**config.mk**
```make
export PLATFORM = sky130hd
export DESIGN_NAME = shift_issue_ctrl_flat
export DESIGN_NICKNAME = d
export VERILOG_FILES = /design/src/rtl/shift_issue_if.sv /design/src/rtl/shift_issue_ctrl.sv /design/src/flat_wrapper.sv
export SDC_FILE = /design/constraint.sdc
export NUM_CORES = 1
export LEC_CHECK = 0
export ABC_AREA = 1
export CAP_MARGIN = 20
export CORE_AREA = 2 2 118 120
export DETAILED_ROUTE_END_ITERATION = 8
export DIE_AREA = 0 0 120 122
export GPL_TIMING_DRIVEN = 0
export PLACE_DENSITY = 0.8
export SLEW_MARGIN = 20
export SYNTH_ARGS = -nofsm -noshare
export SYNTH_HDL_FRONTEND = slang
export SYNTH_SLANG_ARGS = --single-unit
```
**constraint.sdc**
```tcl
create_clock -name clk -period 2.7 [get_ports clk]
set_input_delay 0.405 -clock clk [delete_from_list [all_inputs] [get_ports clk]]
set_output_delay 0.405 -clock clk [all_outputs]
set_load 0.05 [all_outputs]
```
**src/rtl/shift_issue_if.sv**
```systemverilog
// Bundles the request, SHIFT start/done and writeback signals of the issue controller.
interface shift_issue_if;
  logic        req_valid;
  logic        req_ready;
  logic [31:0] req_op1;
  logic [31:0] req_op2;
  logic [31:0] req_imm;
  logic [1:0]  req_use_part;
  logic [1:0]  req_mode1;
  logic [2:0]  req_mode2;
  logic [4:0]  req_rd;

  logic        sh_start;
  logic [31:0] sh_op1;
  logic [31:0] sh_op2;
  logic [31:0] sh_imm_data;
  logic [1:0]  sh_use_part;
  logic [1:0]  sh_op_mode1;
  logic [2:0]  sh_op_mode2;
  logic        sh_done;
  logic [31:0] sh_res;

  logic        wb_valid;
  logic        wb_ready;
  logic [31:0] wb_data;
  logic [4:0]  wb_rd;
  logic        wb_err;

  logic        busy;

  // Controller view
  modport master (
    input  req_valid, req_op1, req_op2, req_imm, req_use_part, req_mode1, req_mode2, req_rd,
    output req_ready,
    output sh_start, sh_op1, sh_op2, sh_imm_data, sh_use_part, sh_op_mode1, sh_op_mode2,
    input  sh_done, sh_res,
    output wb_valid, wb_data, wb_rd, wb_err,
    input  wb_ready,
    output busy
  );

  // Decode stage, SHIFT unit and writeback stage view
  modport slave (
    output req_valid, req_op1, req_op2, req_imm, req_use_part, req_mode1, req_mode2, req_rd,
    input  req_ready,
    input  sh_start, sh_op1, sh_op2, sh_imm_data, sh_use_part, sh_op_mode1, sh_op_mode2,
    output sh_done, sh_res,
    input  wb_valid, wb_data, wb_rd, wb_err,
    output wb_ready,
    input  busy
  );
endinterface

```
**src/rtl/shift_issue_ctrl.sv**
```systemverilog
// Issues one shift request at a time to SHIFT, waits for done or timeout,
// and presents the result (or a timeout error) on the writeback port.
module shift_issue_ctrl #(
  parameter int unsigned TIMEOUT_CYCLES = 64,
  parameter int unsigned CNT_W          = 7
) (
  input logic          clk,
  input logic          rst,
  shift_issue_if.master bus
);

  typedef enum logic [1:0] {S_IDLE, S_ISSUE, S_WAIT, S_WB} state_t;

  state_t           state_q, state_d;
  logic [CNT_W-1:0] cnt_q, cnt_d;
  logic [31:0]      op1_q, op1_d;
  logic [31:0]      op2_q, op2_d;
  logic [31:0]      imm_q, imm_d;
  logic [1:0]       use_part_q, use_part_d;
  logic [1:0]       mode1_q, mode1_d;
  logic [2:0]       mode2_q, mode2_d;
  logic [4:0]       rd_q, rd_d;
  logic [31:0]      wb_data_q, wb_data_d;
  logic             wb_err_q, wb_err_d;
  logic             timeout;

  assign timeout = (cnt_q == CNT_W'(TIMEOUT_CYCLES - 1));

  // State and holding registers
  always_ff @(posedge clk) begin
    if (!rst) begin
      state_q    <= S_IDLE;
      cnt_q      <= '0;
      op1_q      <= '0;
      op2_q      <= '0;
      imm_q      <= '0;
      use_part_q <= '0;
      mode1_q    <= '0;
      mode2_q    <= '0;
      rd_q       <= '0;
      wb_data_q  <= '0;
      wb_err_q   <= 1'b0;
    end else begin
      state_q    <= state_d;
      cnt_q      <= cnt_d;
      op1_q      <= op1_d;
      op2_q      <= op2_d;
      imm_q      <= imm_d;
      use_part_q <= use_part_d;
      mode1_q    <= mode1_d;
      mode2_q    <= mode2_d;
      rd_q       <= rd_d;
      wb_data_q  <= wb_data_d;
      wb_err_q   <= wb_err_d;
    end
  end

  // Next-state and register update logic; sh_done only matters in WAIT
  always_comb begin
    state_d    = state_q;
    cnt_d      = cnt_q;
    op1_d      = op1_q;
    op2_d      = op2_q;
    imm_d      = imm_q;
    use_part_d = use_part_q;
    mode1_d    = mode1_q;
    mode2_d    = mode2_q;
    rd_d       = rd_q;
    wb_data_d  = wb_data_q;
    wb_err_d   = wb_err_q;
    unique case (state_q)
      S_IDLE: begin
        if (bus.req_valid && bus.req_ready) begin
          op1_d      = bus.req_op1;
          op2_d      = bus.req_op2;
          imm_d      = bus.req_imm;
          use_part_d = bus.req_use_part;
          mode1_d    = bus.req_mode1;
          mode2_d    = bus.req_mode2;
          rd_d       = bus.req_rd;
          state_d    = S_ISSUE;
        end
      end
      S_ISSUE: begin
        cnt_d   = '0;
        state_d = S_WAIT;
      end
      S_WAIT: begin
        cnt_d = cnt_q + CNT_W'(1);
        if (bus.sh_done) begin
          wb_data_d = bus.sh_res;
          wb_err_d  = 1'b0;
          state_d   = S_WB;
        end else if (timeout) begin
          wb_data_d = '0;
          wb_err_d  = 1'b1;
          state_d   = S_WB;
        end
      end
      S_WB: begin
        if (bus.wb_ready) state_d = S_IDLE;
      end
      default: state_d = S_IDLE;
    endcase
  end

  // Output decode from registered state
  assign bus.req_ready   = (state_q == S_IDLE) && rst;
  assign bus.sh_start    = (state_q == S_ISSUE);
  assign bus.wb_valid    = (state_q == S_WB);
  assign bus.busy        = (state_q != S_IDLE);
  assign bus.sh_op1      = op1_q;
  assign bus.sh_op2      = op2_q;
  assign bus.sh_imm_data = imm_q;
  assign bus.sh_use_part = use_part_q;
  assign bus.sh_op_mode1 = mode1_q;
  assign bus.sh_op_mode2 = mode2_q;
  assign bus.wb_data     = wb_data_q;
  assign bus.wb_rd       = rd_q;
  assign bus.wb_err      = wb_err_q;

endmodule

```
**src/flat_wrapper.sv**
```systemverilog
// flat-port wrapper written by rule: the top's interface ports become plain ports
module shift_issue_ctrl_flat 
#(
  parameter int unsigned TIMEOUT_CYCLES = 64,
  parameter int unsigned CNT_W          = 7
)
  (clk, rst, bus_req_valid, bus_req_op1, bus_req_op2, bus_req_imm, bus_req_use_part, bus_req_mode1, bus_req_mode2, bus_req_rd, bus_req_ready, bus_sh_start, bus_sh_op1, bus_sh_op2, bus_sh_imm_data, bus_sh_use_part, bus_sh_op_mode1, bus_sh_op_mode2, bus_sh_done, bus_sh_res, bus_wb_valid, bus_wb_data, bus_wb_rd, bus_wb_err, bus_wb_ready, bus_busy);
  shift_issue_if bus_i ();
  input logic clk;
  input logic rst;
  input wire logic [$bits(bus_i.req_valid)-1:0] bus_req_valid;
  input wire logic [$bits(bus_i.req_op1)-1:0] bus_req_op1;
  input wire logic [$bits(bus_i.req_op2)-1:0] bus_req_op2;
  input wire logic [$bits(bus_i.req_imm)-1:0] bus_req_imm;
  input wire logic [$bits(bus_i.req_use_part)-1:0] bus_req_use_part;
  input wire logic [$bits(bus_i.req_mode1)-1:0] bus_req_mode1;
  input wire logic [$bits(bus_i.req_mode2)-1:0] bus_req_mode2;
  input wire logic [$bits(bus_i.req_rd)-1:0] bus_req_rd;
  output wire logic [$bits(bus_i.req_ready)-1:0] bus_req_ready;
  output wire logic [$bits(bus_i.sh_start)-1:0] bus_sh_start;
  output wire logic [$bits(bus_i.sh_op1)-1:0] bus_sh_op1;
  output wire logic [$bits(bus_i.sh_op2)-1:0] bus_sh_op2;
  output wire logic [$bits(bus_i.sh_imm_data)-1:0] bus_sh_imm_data;
  output wire logic [$bits(bus_i.sh_use_part)-1:0] bus_sh_use_part;
  output wire logic [$bits(bus_i.sh_op_mode1)-1:0] bus_sh_op_mode1;
  output wire logic [$bits(bus_i.sh_op_mode2)-1:0] bus_sh_op_mode2;
  input wire logic [$bits(bus_i.sh_done)-1:0] bus_sh_done;
  input wire logic [$bits(bus_i.sh_res)-1:0] bus_sh_res;
  output wire logic [$bits(bus_i.wb_valid)-1:0] bus_wb_valid;
  output wire logic [$bits(bus_i.wb_data)-1:0] bus_wb_data;
  output wire logic [$bits(bus_i.wb_rd)-1:0] bus_wb_rd;
  output wire logic [$bits(bus_i.wb_err)-1:0] bus_wb_err;
  input wire logic [$bits(bus_i.wb_ready)-1:0] bus_wb_ready;
  output wire logic [$bits(bus_i.busy)-1:0] bus_busy;
  assign bus_i.req_valid = bus_req_valid;
  assign bus_i.req_op1 = bus_req_op1;
  assign bus_i.req_op2 = bus_req_op2;
  assign bus_i.req_imm = bus_req_imm;
  assign bus_i.req_use_part = bus_req_use_part;
  assign bus_i.req_mode1 = bus_req_mode1;
  assign bus_i.req_mode2 = bus_req_mode2;
  assign bus_i.req_rd = bus_req_rd;
  assign bus_req_ready = bus_i.req_ready;
  assign bus_sh_start = bus_i.sh_start;
  assign bus_sh_op1 = bus_i.sh_op1;
  assign bus_sh_op2 = bus_i.sh_op2;
  assign bus_sh_imm_data = bus_i.sh_imm_data;
  assign bus_sh_use_part = bus_i.sh_use_part;
  assign bus_sh_op_mode1 = bus_i.sh_op_mode1;
  assign bus_sh_op_mode2 = bus_i.sh_op_mode2;
  assign bus_i.sh_done = bus_sh_done;
  assign bus_i.sh_res = bus_sh_res;
  assign bus_wb_valid = bus_i.wb_valid;
  assign bus_wb_data = bus_i.wb_data;
  assign bus_wb_rd = bus_i.wb_rd;
  assign bus_wb_err = bus_i.wb_err;
  assign bus_i.wb_ready = bus_wb_ready;
  assign bus_busy = bus_i.busy;
  shift_issue_ctrl #(.TIMEOUT_CYCLES(TIMEOUT_CYCLES), .CNT_W(CNT_W)) u_core (.clk(clk), .rst(rst), .bus(bus_i));
endmodule
```
==> qor.yml <==
rows: 43
synth_top_family_by_area: "simple AND/OR/NAND/NOR gates"
syn_area_per_cell_um2: 7.97
firstDrtPassIters: 4
synth-xor-area-share_pct: 0
synth.mux.area_fraction_pct: 0
wl_per_cell_um: 14.7
use_met3_pct: 9.74
clk_latency_ps: 410
grt-ovfl-total: 0
r2r_start: "u_core.state_q[0]$_SDFFE_PN0P_"
cts_buffer_depth: 2
utilization_pct: 68.5
post-cts-setup-buffer-count: 0
grt_pass1_wl_um: 27400
cts_sinks: 150
cts_hold_buf: 0
cp_max_fo: 4
grtUsageMet1_pct: 26.7
crit_path_end_kind: "output port"
via_count: 5655
r2r_end: "u_core.bus.wb_data[11]$_SDFFE_PN0P_"
r2r_slack_ps: 930
synth_cells: 692
finalCritPeriodShare_pct: 89.4
yosys.area_share.adder_pct: 1.13
crit_required_ps: 2300
setup_viol: 0
syn2layout_area_growth_pct: 67.9
fin_crit_ps: 2420
powerDensity_nw_per_um2: 951
clk_pin_slew_ps: 60
ios: 290
rsz0062_at_grt: "false"
tns_ps: 0
synth_compound_area_share_pct: 13.9
yosysSeqAreaShare_pct: 54.5
coreArea_um2: 13500
io_buffers: 288
maxCapViolations: 0
nNetsFinal: 1149
yosys_warnings: 0
rr_worst_depth: 6
drt-initial-drc-count: 280
synth.distinct_cells: 22
tritoncts: "yes"
hold_viol: 0
antenna_cells: 0
globalRoute.busiestLayer: "met2"
cts_buffers: 17
power_leakage_nw: 3.49
grt.total_usage_pct: 24.0
drc: 0
slew_violations: 0
use_met2_pct: 39.9
skew_ps: 11.9
max-vdd-ir-drop_mv: 0.533
grt_max_degree: 17
max_freq_mhz: 414
grt_antenna_before_repair: 0
syn_nets: 842
synth-simple-area-share_pct: 23.2
ys_ff_latch: 150
drive_gt1_share_pct: 7.11
grt_pass1_vias: 5471
cts-root-buf: "clkbuf_16"
status: "finished, final reports clean"
post_drt_via_cell_ratio: 4.74
worstSetupPathType: "reg -> out"
die_area_um2: 14600
worstMarginPinSlew_ps: 573
dp_hpwl_um: 13100
die_w_um: 120
gp_congestion: 0.812
ctsResizeCount: 0
critical_path_arrival_ps: 2010
start_util_pct: 40.8
ant_nets: 0
drt-total-wl_um: 17600
hp-class: "in -> reg"
die_y_um: 122
critPathCapture: "bus_req_ready"
slew_headroom_pct: 61.7
worstSetupStartpoint: "u_core.state_q[0]$_SDFFE_PN0P_"
start_kind: "register"
syn_area_um2: 5510
htree_levels: 4
dp.cells: 1160
final_cells: 1192
## stage by stage
step	hold WS, ps	setup slack (ps)	cell area, um2	total power [mW]
2_1_floorplan	423	1180	5510	5.06
3_3_place_gp	433	713	8620	6.31
3_5_place_dp	446	684	8620	6.33
4_1_cts	395	244	9260	8.86
5_1_grt	419	168	9260	9.18
6_report	406	285	9260	8.80
## placed cells by master (no fill, tap or decap)
cell / n
a21oi_1: 40
nor3_1: 2
nor3b_1: 1
nor2_2: 1
bufinv_16: 4
clkbuf_8: 4
nand3_2: 1
clkdlybuf4s50_1: 288
clkinv_1: 1
clkbuf_16: 17
nor2_1: 11
o211a_1: 1
buf_6: 15
nand2_2: 1
a21oi_2: 1
dfxtp_1: 150
buf_2: 15
o21ai_0: 36
ha_1: 5
clkinv_2: 3
inv_1: 15
buf_4: 8
o21ai_1: 73
nor2_4: 1
clkinv_4: 1
clkbuf_1: 13
nand2_1: 266
nand3_1: 38
## logic make-up (layout without fill, tap and decap cells)
logic type | Yosys count | in the layout
buffers and inverters | 64 | 384
DFF | 150 | 150
and+or+nand+nor | 322 | 322
AOI/OAI and AO/OA | 151 | 151
adders and majority gates | 5 | 5
## worst max-delay path, stage by stage (launching register included)
cell and delay [ps]:
dfxtp_1 330, inv_1 90, ha_1 200, nand2_2 90, inv_1 60, clkdlybuf4s50_1 830
## power by group
group,switching (mW),leakage (nW),total [mW],internal [mW]
Sequential,0.218,1.23,2.85,2.63
Combinational,2.26,1.95,3.44,1.18
Clock,0.875,0.314,2.52,1.64
Total,3.35,3.49,8.80,5.45
## worst min path at each step
| stage | startpoint | to | slack (ps) | cells past startpoint |
|---|---|---|---|---|
| after floorplan | u_core.cnt_q[5]$_SDFFE_PN0P_ | u_core.cnt_q[5]$_SDFFE_PN0P_ | 420 | 2 |
| after global placement | u_core.cnt_q[5]$_SDFFE_PN0P_ | u_core.cnt_q[5]$_SDFFE_PN0P_ | 430 | 2 |
| after detailed placement | u_core.cnt_q[5]$_SDFFE_PN0P_ | u_core.cnt_q[5]$_SDFFE_PN0P_ | 450 | 2 |
| after CTS | rst | u_core.cnt_q[6]$_SDFFE_PN0P_ | 400 | 3 |
| after global routing | rst | u_core.cnt_q[6]$_SDFFE_PN0P_ | 420 | 3 |
| final | rst | u_core.cnt_q[6]$_SDFFE_PN0P_ | 410 | 3 |
## registers in the layout (all words and copies together) (netlist names)
name / flops
u_core.bus.sh_op2: 32
u_core.bus.sh_op1: 32
u_core.bus.wb_err: 1
u_core.cnt_q: 7
u_core.bus.sh_use_part: 2
u_core.bus.wb_rd: 5
u_core.bus.sh_op_mode2: 3
u_core.bus.sh_imm_data: 32
u_core.bus.wb_data: 32
u_core.bus.sh_op_mode1: 2
u_core.state_q: 2
## synth_stat cells
cell	count	share of area, %
nand2_1	266	18
dfxtp_1	150	54
o21ai_1	73	6.6
a21oi_1	40	3.6
nand3_1	38	3.4
o21ai_0	36	3.3
buf_2	15	1.4
buf_6	15	3.1
inv_1	15	1.0
nor2_1	11	0.75
clkbuf_1	10	0.68
buf_4	8	1.1
ha_1	5	1.1
nor3_1	2	0.18
a21oi_2	1	0.16
clkinv_1	1	0.068
nand2_2	1	0.11
nand3_2	1	0.18
nor2_2	1	0.11
nor2_4	1	0.20
nor3b_1	1	0.14
o211a_1	1	0.18
## area by class of cell
class	instances	area, um2
clock inverter	8	144
multi-input combinational	478	2110
fill	1138	4250
timing repair buffer	288	2880
buffer	48	342
sequential	150	3000
clock buffer	24	492
tap	180	225
inverter	16	60.1
## metal layers
| metal | vias up | routed length (um) |
|---|---|---|
| met5 | - | 0 |
| met2 | 227 | 8180 |
| li1 | 2856 | - |
| met1 | 2533 | 7020 |
| met4 | 0 | 593 |
| met3 | 39 | 1760 |
Power figures use the tool's default switching activity.
